### config.mk
export PLATFORM = sky130hd
export DESIGN_NAME = lin_sched
export DESIGN_NICKNAME = d
export VERILOG_FILES = /design/src/rtl/lin_sched.sv
export SDC_FILE = /design/constraint.sdc
export NUM_CORES = 1
export LEC_CHECK = 0
export CAP_MARGIN = 20
export CELL_PAD_IN_SITES_DETAIL_PLACEMENT = 1
export CELL_PAD_IN_SITES_GLOBAL_PLACEMENT = 1
export CORE_MARGIN = 5
export CORE_UTILIZATION = 45
export DETAILED_ROUTE_END_ITERATION = 12
export DONT_BUFFER_PORTS = 1
export PLACE_DENSITY = 0.73
export SKIP_CTS_REPAIR_TIMING = 1
export SYNTH_ARGS = -nofsm -noshare
export SYNTH_HDL_FRONTEND = slang
export SYNTH_SLANG_ARGS = --single-unit
### constraint.sdc
create_clock -name sys_clk -period 3.25 [get_ports sys_clk]
set_clock_uncertainty 0.15 [all_clocks]
set_input_delay 0.65 -clock sys_clk [delete_from_list [all_inputs] [get_ports sys_clk]]
set_output_delay 0.65 -clock sys_clk [all_outputs]
set_load 0.03 [all_outputs]
### src/rtl/lin_sched.sv
// LIN schedule-table controller: walks a programmable slot table, requests frame
// headers from the commander, waits for completion, times the inter-frame gap.
module lin_sched #(
    parameter int NUM_SLOTS = 8,
    parameter int GAP_W     = 16,
    parameter int TIMEOUT   = 4096
) (
    input  logic                         sys_clk,
    input  logic                         rstn,
    input  logic                         enable,
    input  logic [$clog2(NUM_SLOTS)-1:0] last_slot,
    input  logic                         cfg_we,
    input  logic [$clog2(NUM_SLOTS)-1:0] cfg_addr,
    input  logic                         cfg_valid,
    input  logic [5:0]                   cfg_pid,
    input  logic [GAP_W-1:0]             cfg_gap,
    input  logic                         lin_busy,
    input  logic                         comm_tx_done,
    input  logic                         resp_busy,
    output logic                         start,
    output logic [5:0]                   pid,
    output logic                         inter_tx_delay,
    output logic [$clog2(NUM_SLOTS)-1:0] cur_slot,
    output logic                         frame_done,
    output logic                         err_timeout,
    output logic [15:0]                  frame_cnt
);
    localparam int SW   = $clog2(NUM_SLOTS);
    localparam int WD_W = $clog2(TIMEOUT) + 1;
    // Watchdog counts from 0 in the first ISSUE cycle, so expiry lands TIMEOUT cycles after FETCH.
    localparam logic [WD_W-1:0] WD_LIMIT = WD_W'(TIMEOUT - 2);

    typedef enum logic [2:0] {
        S_IDLE, S_FETCH, S_ISSUE, S_WAIT_DONE, S_WAIT_RESP, S_GAP
    } state_t;

    state_t            state_r, next_state_s;
    logic [SW-1:0]     cur_slot_r, eff_last_s, next_slot_s;
    logic [5:0]        pid_r;
    logic [GAP_W-1:0]  gap_cnt_r;
    logic [WD_W-1:0]   wd_r;
    logic              start_r, itd_r, frame_done_r, err_r;
    logic [15:0]       frame_cnt_r;
    logic              wd_active_s, wd_expire_s, frame_end_s;
    int                last_int_s;

    logic              tab_valid_r [NUM_SLOTS];
    logic [5:0]        tab_pid_r   [NUM_SLOTS];
    logic [GAP_W-1:0]  tab_gap_r   [NUM_SLOTS];

    // Clamp last_slot and compute the slot following the current one.
    always_comb begin
        last_int_s = int'(last_slot);
        if (last_int_s > NUM_SLOTS - 1) begin
            eff_last_s = SW'(NUM_SLOTS - 1);
        end else begin
            eff_last_s = last_slot;
        end
        if (cur_slot_r >= eff_last_s) begin
            next_slot_s = {SW{1'b0}};
        end else begin
            next_slot_s = cur_slot_r + SW'(1);
        end
    end

    // Next-state logic; the watchdog overrides every wait in the active states.
    always_comb begin
        next_state_s = state_r;
        frame_end_s  = 1'b0;
        wd_active_s  = (state_r == S_ISSUE) || (state_r == S_WAIT_DONE) || (state_r == S_WAIT_RESP);
        wd_expire_s  = wd_active_s && (wd_r == WD_LIMIT);
        case (state_r)
            S_IDLE: begin
                if (enable) next_state_s = S_FETCH;
                else        next_state_s = S_IDLE;
            end
            S_FETCH: begin
                if (tab_valid_r[cur_slot_r]) next_state_s = S_ISSUE;
                else                         next_state_s = S_GAP;
            end
            S_ISSUE: begin
                if (wd_expire_s)   next_state_s = S_GAP;
                else if (lin_busy) next_state_s = S_WAIT_DONE;
                else               next_state_s = S_ISSUE;
            end
            S_WAIT_DONE: begin
                if (wd_expire_s)       next_state_s = S_GAP;
                else if (comm_tx_done) next_state_s = S_WAIT_RESP;
                else                   next_state_s = S_WAIT_DONE;
            end
            S_WAIT_RESP: begin
                if (wd_expire_s) begin
                    next_state_s = S_GAP;
                end else if (!lin_busy && !resp_busy) begin
                    next_state_s = S_GAP;
                    frame_end_s  = 1'b1;
                end else begin
                    next_state_s = S_WAIT_RESP;
                end
            end
            S_GAP: begin
                if (gap_cnt_r != {GAP_W{1'b0}}) next_state_s = S_GAP;
                else if (enable)                next_state_s = S_FETCH;
                else                            next_state_s = S_IDLE;
            end
            default: next_state_s = S_IDLE;
        endcase
    end

    // Sequencer registers, registered outputs and datapath counters.
    always_ff @(posedge sys_clk or negedge rstn) begin
        if (!rstn) begin
            state_r      <= S_IDLE;
            cur_slot_r   <= {SW{1'b0}};
            pid_r        <= 6'd0;
            gap_cnt_r    <= {GAP_W{1'b0}};
            wd_r         <= {WD_W{1'b0}};
            start_r      <= 1'b0;
            itd_r        <= 1'b0;
            frame_done_r <= 1'b0;
            err_r        <= 1'b0;
            frame_cnt_r  <= 16'd0;
        end else begin
            state_r      <= next_state_s;
            start_r      <= (next_state_s == S_ISSUE);
            itd_r        <= (next_state_s == S_GAP);
            frame_done_r <= frame_end_s;
            err_r        <= wd_expire_s;
            if (frame_end_s) frame_cnt_r <= frame_cnt_r + 16'd1;
            case (state_r)
                S_FETCH: begin
                    gap_cnt_r <= tab_gap_r[cur_slot_r];
                    wd_r      <= {WD_W{1'b0}};
                    if (tab_valid_r[cur_slot_r]) pid_r <= tab_pid_r[cur_slot_r];
                end
                S_ISSUE, S_WAIT_DONE, S_WAIT_RESP: begin
                    wd_r <= wd_r + WD_W'(1);
                end
                S_GAP: begin
                    if (gap_cnt_r != {GAP_W{1'b0}}) begin
                        gap_cnt_r <= gap_cnt_r - GAP_W'(1);
                    end else if (enable) begin
                        cur_slot_r <= next_slot_s;
                    end else begin
                        cur_slot_r <= {SW{1'b0}};
                    end
                end
                default: ;
            endcase
        end
    end

    // Schedule table; a write lands after any FETCH sampling the old entry on the same edge.
    always_ff @(posedge sys_clk or negedge rstn) begin
        if (!rstn) begin
            for (int i = 0; i < NUM_SLOTS; i++) begin
                tab_valid_r[i] <= 1'b0;
                tab_pid_r[i]   <= 6'd0;
                tab_gap_r[i]   <= {GAP_W{1'b0}};
            end
        end else if (cfg_we && (int'(cfg_addr) < NUM_SLOTS)) begin
            tab_valid_r[cfg_addr] <= cfg_valid;
            tab_pid_r[cfg_addr]   <= cfg_pid;
            tab_gap_r[cfg_addr]   <= cfg_gap;
        end
    end

    assign start          = start_r;
    assign pid            = pid_r;
    assign inter_tx_delay = itd_r;
    assign cur_slot       = cur_slot_r;
    assign frame_done     = frame_done_r;
    assign err_timeout    = err_r;
    assign frame_cnt      = frame_cnt_r;
endmodule

==> results by group <==
Place
  • DP Wirelength: 16.33 mm
  • RePlAce Congestion: 0.7641
  • PortBufs: 0
  • Placed cell area: 11870 µm²

Timing
  • Slew Limit Headroom: 36.56%
  • Max frequency: 418.6 MHz
  • Worst-Margin Slew: 0.9481 ns
  • Final setup violation count: 0
  • TNS Setup: 0 ns
  • Final Cycle Share: 73.51%
  • Hold Fails Final Rpt: 245
  • Fin crit period: 2.389 ns
  • Pins Over Slew Limit: 0
  • Hold slack: -0.3254 ns
  • RSZ-0062 raised after global routing: no

Run status
  • Failing checks: hold timing
  • Status: finished, violations left

Setup path
  • CP most frequent cell: nor2_1
  • CP arrival: 2.60 ns
  • Crit path launch type: register
  • Slowest cell delay on critical path: 0.62 ns
  • Crit-path max FO: 13
  • Worst Setup End Kind: register
  • Critical path class: register to register
  • Worst R2R Setup Slack: 0.86 ns
  • Cell Chain, Critical Path: mux4_1 > mux2i_1 > nor2_1 > nor2_1 > a31oi_1
  • Crit-path slowest cell: dfrtp_4
  • Critical Path RT: 3.46 ns

Routing
  • 1st-iter DRT viols: 508
  • Post-DR wirelength/cell: 22.61 µm
  • DRT Pass-1 Iters: 4
  • Routed wire length: 26.98 mm
  • # DRC: 0
  • DRT antenna net count: 0
  • DR vias: 7065
  • Drt via density: 5.922

Clock tree
  • Clk buf depth: 3
  • Maximum level of the CTS H-tree: 1
  • Clock Pin Slew Worst Setup and Hold Paths: 0.06 ns
  • Clk root buf: clkbuf_16
  • TritonCTS clock tree: yes
  • CTS Sinks: 245
  • Worst skew pair latency: 0.54 ns
  • TritonCTS buffer count: 26

Die
  • Die X-Extent: 170.0 µm
  • Std cell rows: 58
  • Ports: 65
  • Initial Util: 45.77%
  • Core footprint: 25180 µm²
  • Die Ht: 170.0 µm
  • Die area: 28910 µm²

Layout
  • Most common cell after layout, fill and taps aside: dfrtp_1
  • Area Growth Syn to Fin: 10.68%
  • Nets: 890
  • Share of cells above drive strength 1: 36.15%
  • Reg area: 6136 µm²
  • FILL cells: 2468
  • Most frequent cells in the layout: 243 x dfrtp_1, 184 x mux2_2, 72 x nand2_1
  • Number of antenna diodes: 0
  • Multi-input logic area: 5135 µm²
  • Post-route cell area: 12760 µm²

Flow run
  • Max-Cap Viols: 0

Yosys
  • Synth warn: 0
  • Syn avg cell area: 13.67 µm²
  • Post-synthesis async set-or-reset flop share: 100.0%
  • Synthesized area: 11530 µm²
  • Seq cells post-synth: 245
  • Synthesized netlist cell count: 843
  • Seq/Total Area, Yosys: 53.19%
  • EDFF count, synth: 0
  • Distinct cell type count after synthesis: 65
  • Syn_nets: 888
  • Ys flop type: dfrtp_1

Global routing
  • Gr ovfl total: 0
  • Vias in the first global route: 7693
  • First-pass GRT wire length: 43.97 mm
  • GRT Util Overall: 18.96%
  • Initial antenna violation count: 0
  • Largest net degree at the start of global routing: 246

Power
  • P_leak: 0.005442 µW
  • Pwr dens: 772.1 nW/µm²
  • Total Power: 9849 µW
  • Peak supply drop: 0.4290 mV

Min path
  • Hold Crit Class: primary input to asynchronous set/reset pin
-- where the power goes --
| part | internal [µW] | leakage [µW] | switching (µW) |
|---|---|---|---|
| Clock | 1830 | 0.000443 | 1210 |
| Sequential | 3770 | 0.00299 | 738 |
| Combinational | 1200 | 0.00201 | 1100 |
-- worst max-delay path, delay by kind of cell (launching register included) --
family             cells  cell delay, ns
muxes                  2            0.91
DFF                    1            0.62
and+or+nand+nor        2            0.48
AOI/OAI and AO/OA      1            0.06
-- Yosys cell counts (all sizes together) (5+ instances only) --
library cell / count / share of area, %
nor3: 12 / 0.80
nand4: 12 / 0.76
clkbuf: 10 / 0.33
xnor2: 11 / 0.84
ha: 9 / 0.98
nand3: 21 / 0.91
a31oi: 11 / 0.65
nor3b: 5 / 0.51
o21ai: 23 / 1.0
mux2: 186 / 18
a21oi: 21 / 0.91
dfrtp: 245 / 53
nor4: 5 / 0.53
o22ai: 5 / 0.27
o211ai: 6 / 0.39
and3: 6 / 0.33
mux4: 46 / 9.0
buf: 33 / 1.8
nand2: 73 / 2.4
nor2: 30 / 0.98
nand2b: 6 / 0.39
o31ai: 6 / 0.39
inv: 9 / 0.29
-- layout make-up --
type                            count  share of cell area [%]
Sequential cell                   245                   48.10
Inverter                            9                  0.2648
Clock buffer                       38                   6.159
Timing Repair Buffer               17                   1.197
Clock inverter                      8                  0.7944
Tap cell                          330                   3.237
Multi-Input combinational cell    546                   40.25
-- final timing paths --
kind | start | to | cells after the start
max in group asynchronous | rstn | cur_slot[0]$_DFFE_PN0P_ | 0
max | cur_slot[0]$_DFFE_PN0P_ | pid[0]$_DFFE_PN0P_ | 5
min reg2reg | wd_r[12]$_DFFE_PN0P_ | wd_r[12]$_DFFE_PN0P_ | 1
min in group sys_clk | cfg_pid[3] | tab_pid_r[27]$_DFFE_PN0P_ | 1
min | rstn | wd_r[4]$_DFFE_PN0P_ | 0
max reg2reg | cur_slot[0]$_DFFE_PN0P_ | pid[0]$_DFFE_PN0P_ | 5
-- cells by family (layout without fill, tap and decap cells) --
kind of cell,count (synthesis),count (layout),synth area share [%]
muxes,236,236,27.54
adders and majority gates,9,9,0.9770
and+or+nand+nor,189,189,9.053
buffers and inverters,52,72,2.464
DFF,245,245,53.19
AOI/OAI and AO/OA,97,97,5.634
xor gates and xnor gates,15,15,1.140
-- state kept, by name (all words and copies together), names as in the netlist, 3 cells and up --
signal and flops:
tab_gap_r 128, tab_pid_r 48, frame_cnt 16, gap_cnt_r 16, wd_r 13, tab_valid_r 8
pid 6, cur_slot 3, state_r 3
-- metrics by stage --
stage / util [%] / worst slack [ns] / cells
6_report: 50.66 / 0.8608 / 1193
5_1_grt: 50.66 / 0.6076 / 1193
4_1_cts: 50.66 / 0.7918 / 1193
3_5_place_dp: 47.14 / 0.7777 / 1147
3_3_place_gp: 47.14 / 0.8446 / 1147
2_1_floorplan: - / 0.7903 / 843
-- per-layer routing --
| metal | vias up | part of all wire (%) | global-route usage, % |
|---|---|---|---|
| met2 | 126 | 48 | 31.02 |
| met3 | 27 | 5.1 | 3.902 |
| li1 | 3145 | - | - |
| met5 | - | 0 | 0 |
| met4 | 0 | 1.5 | 3.576 |
| met1 | 3767 | 45 | 26.65 |
(Power assumes the default switching activity.)
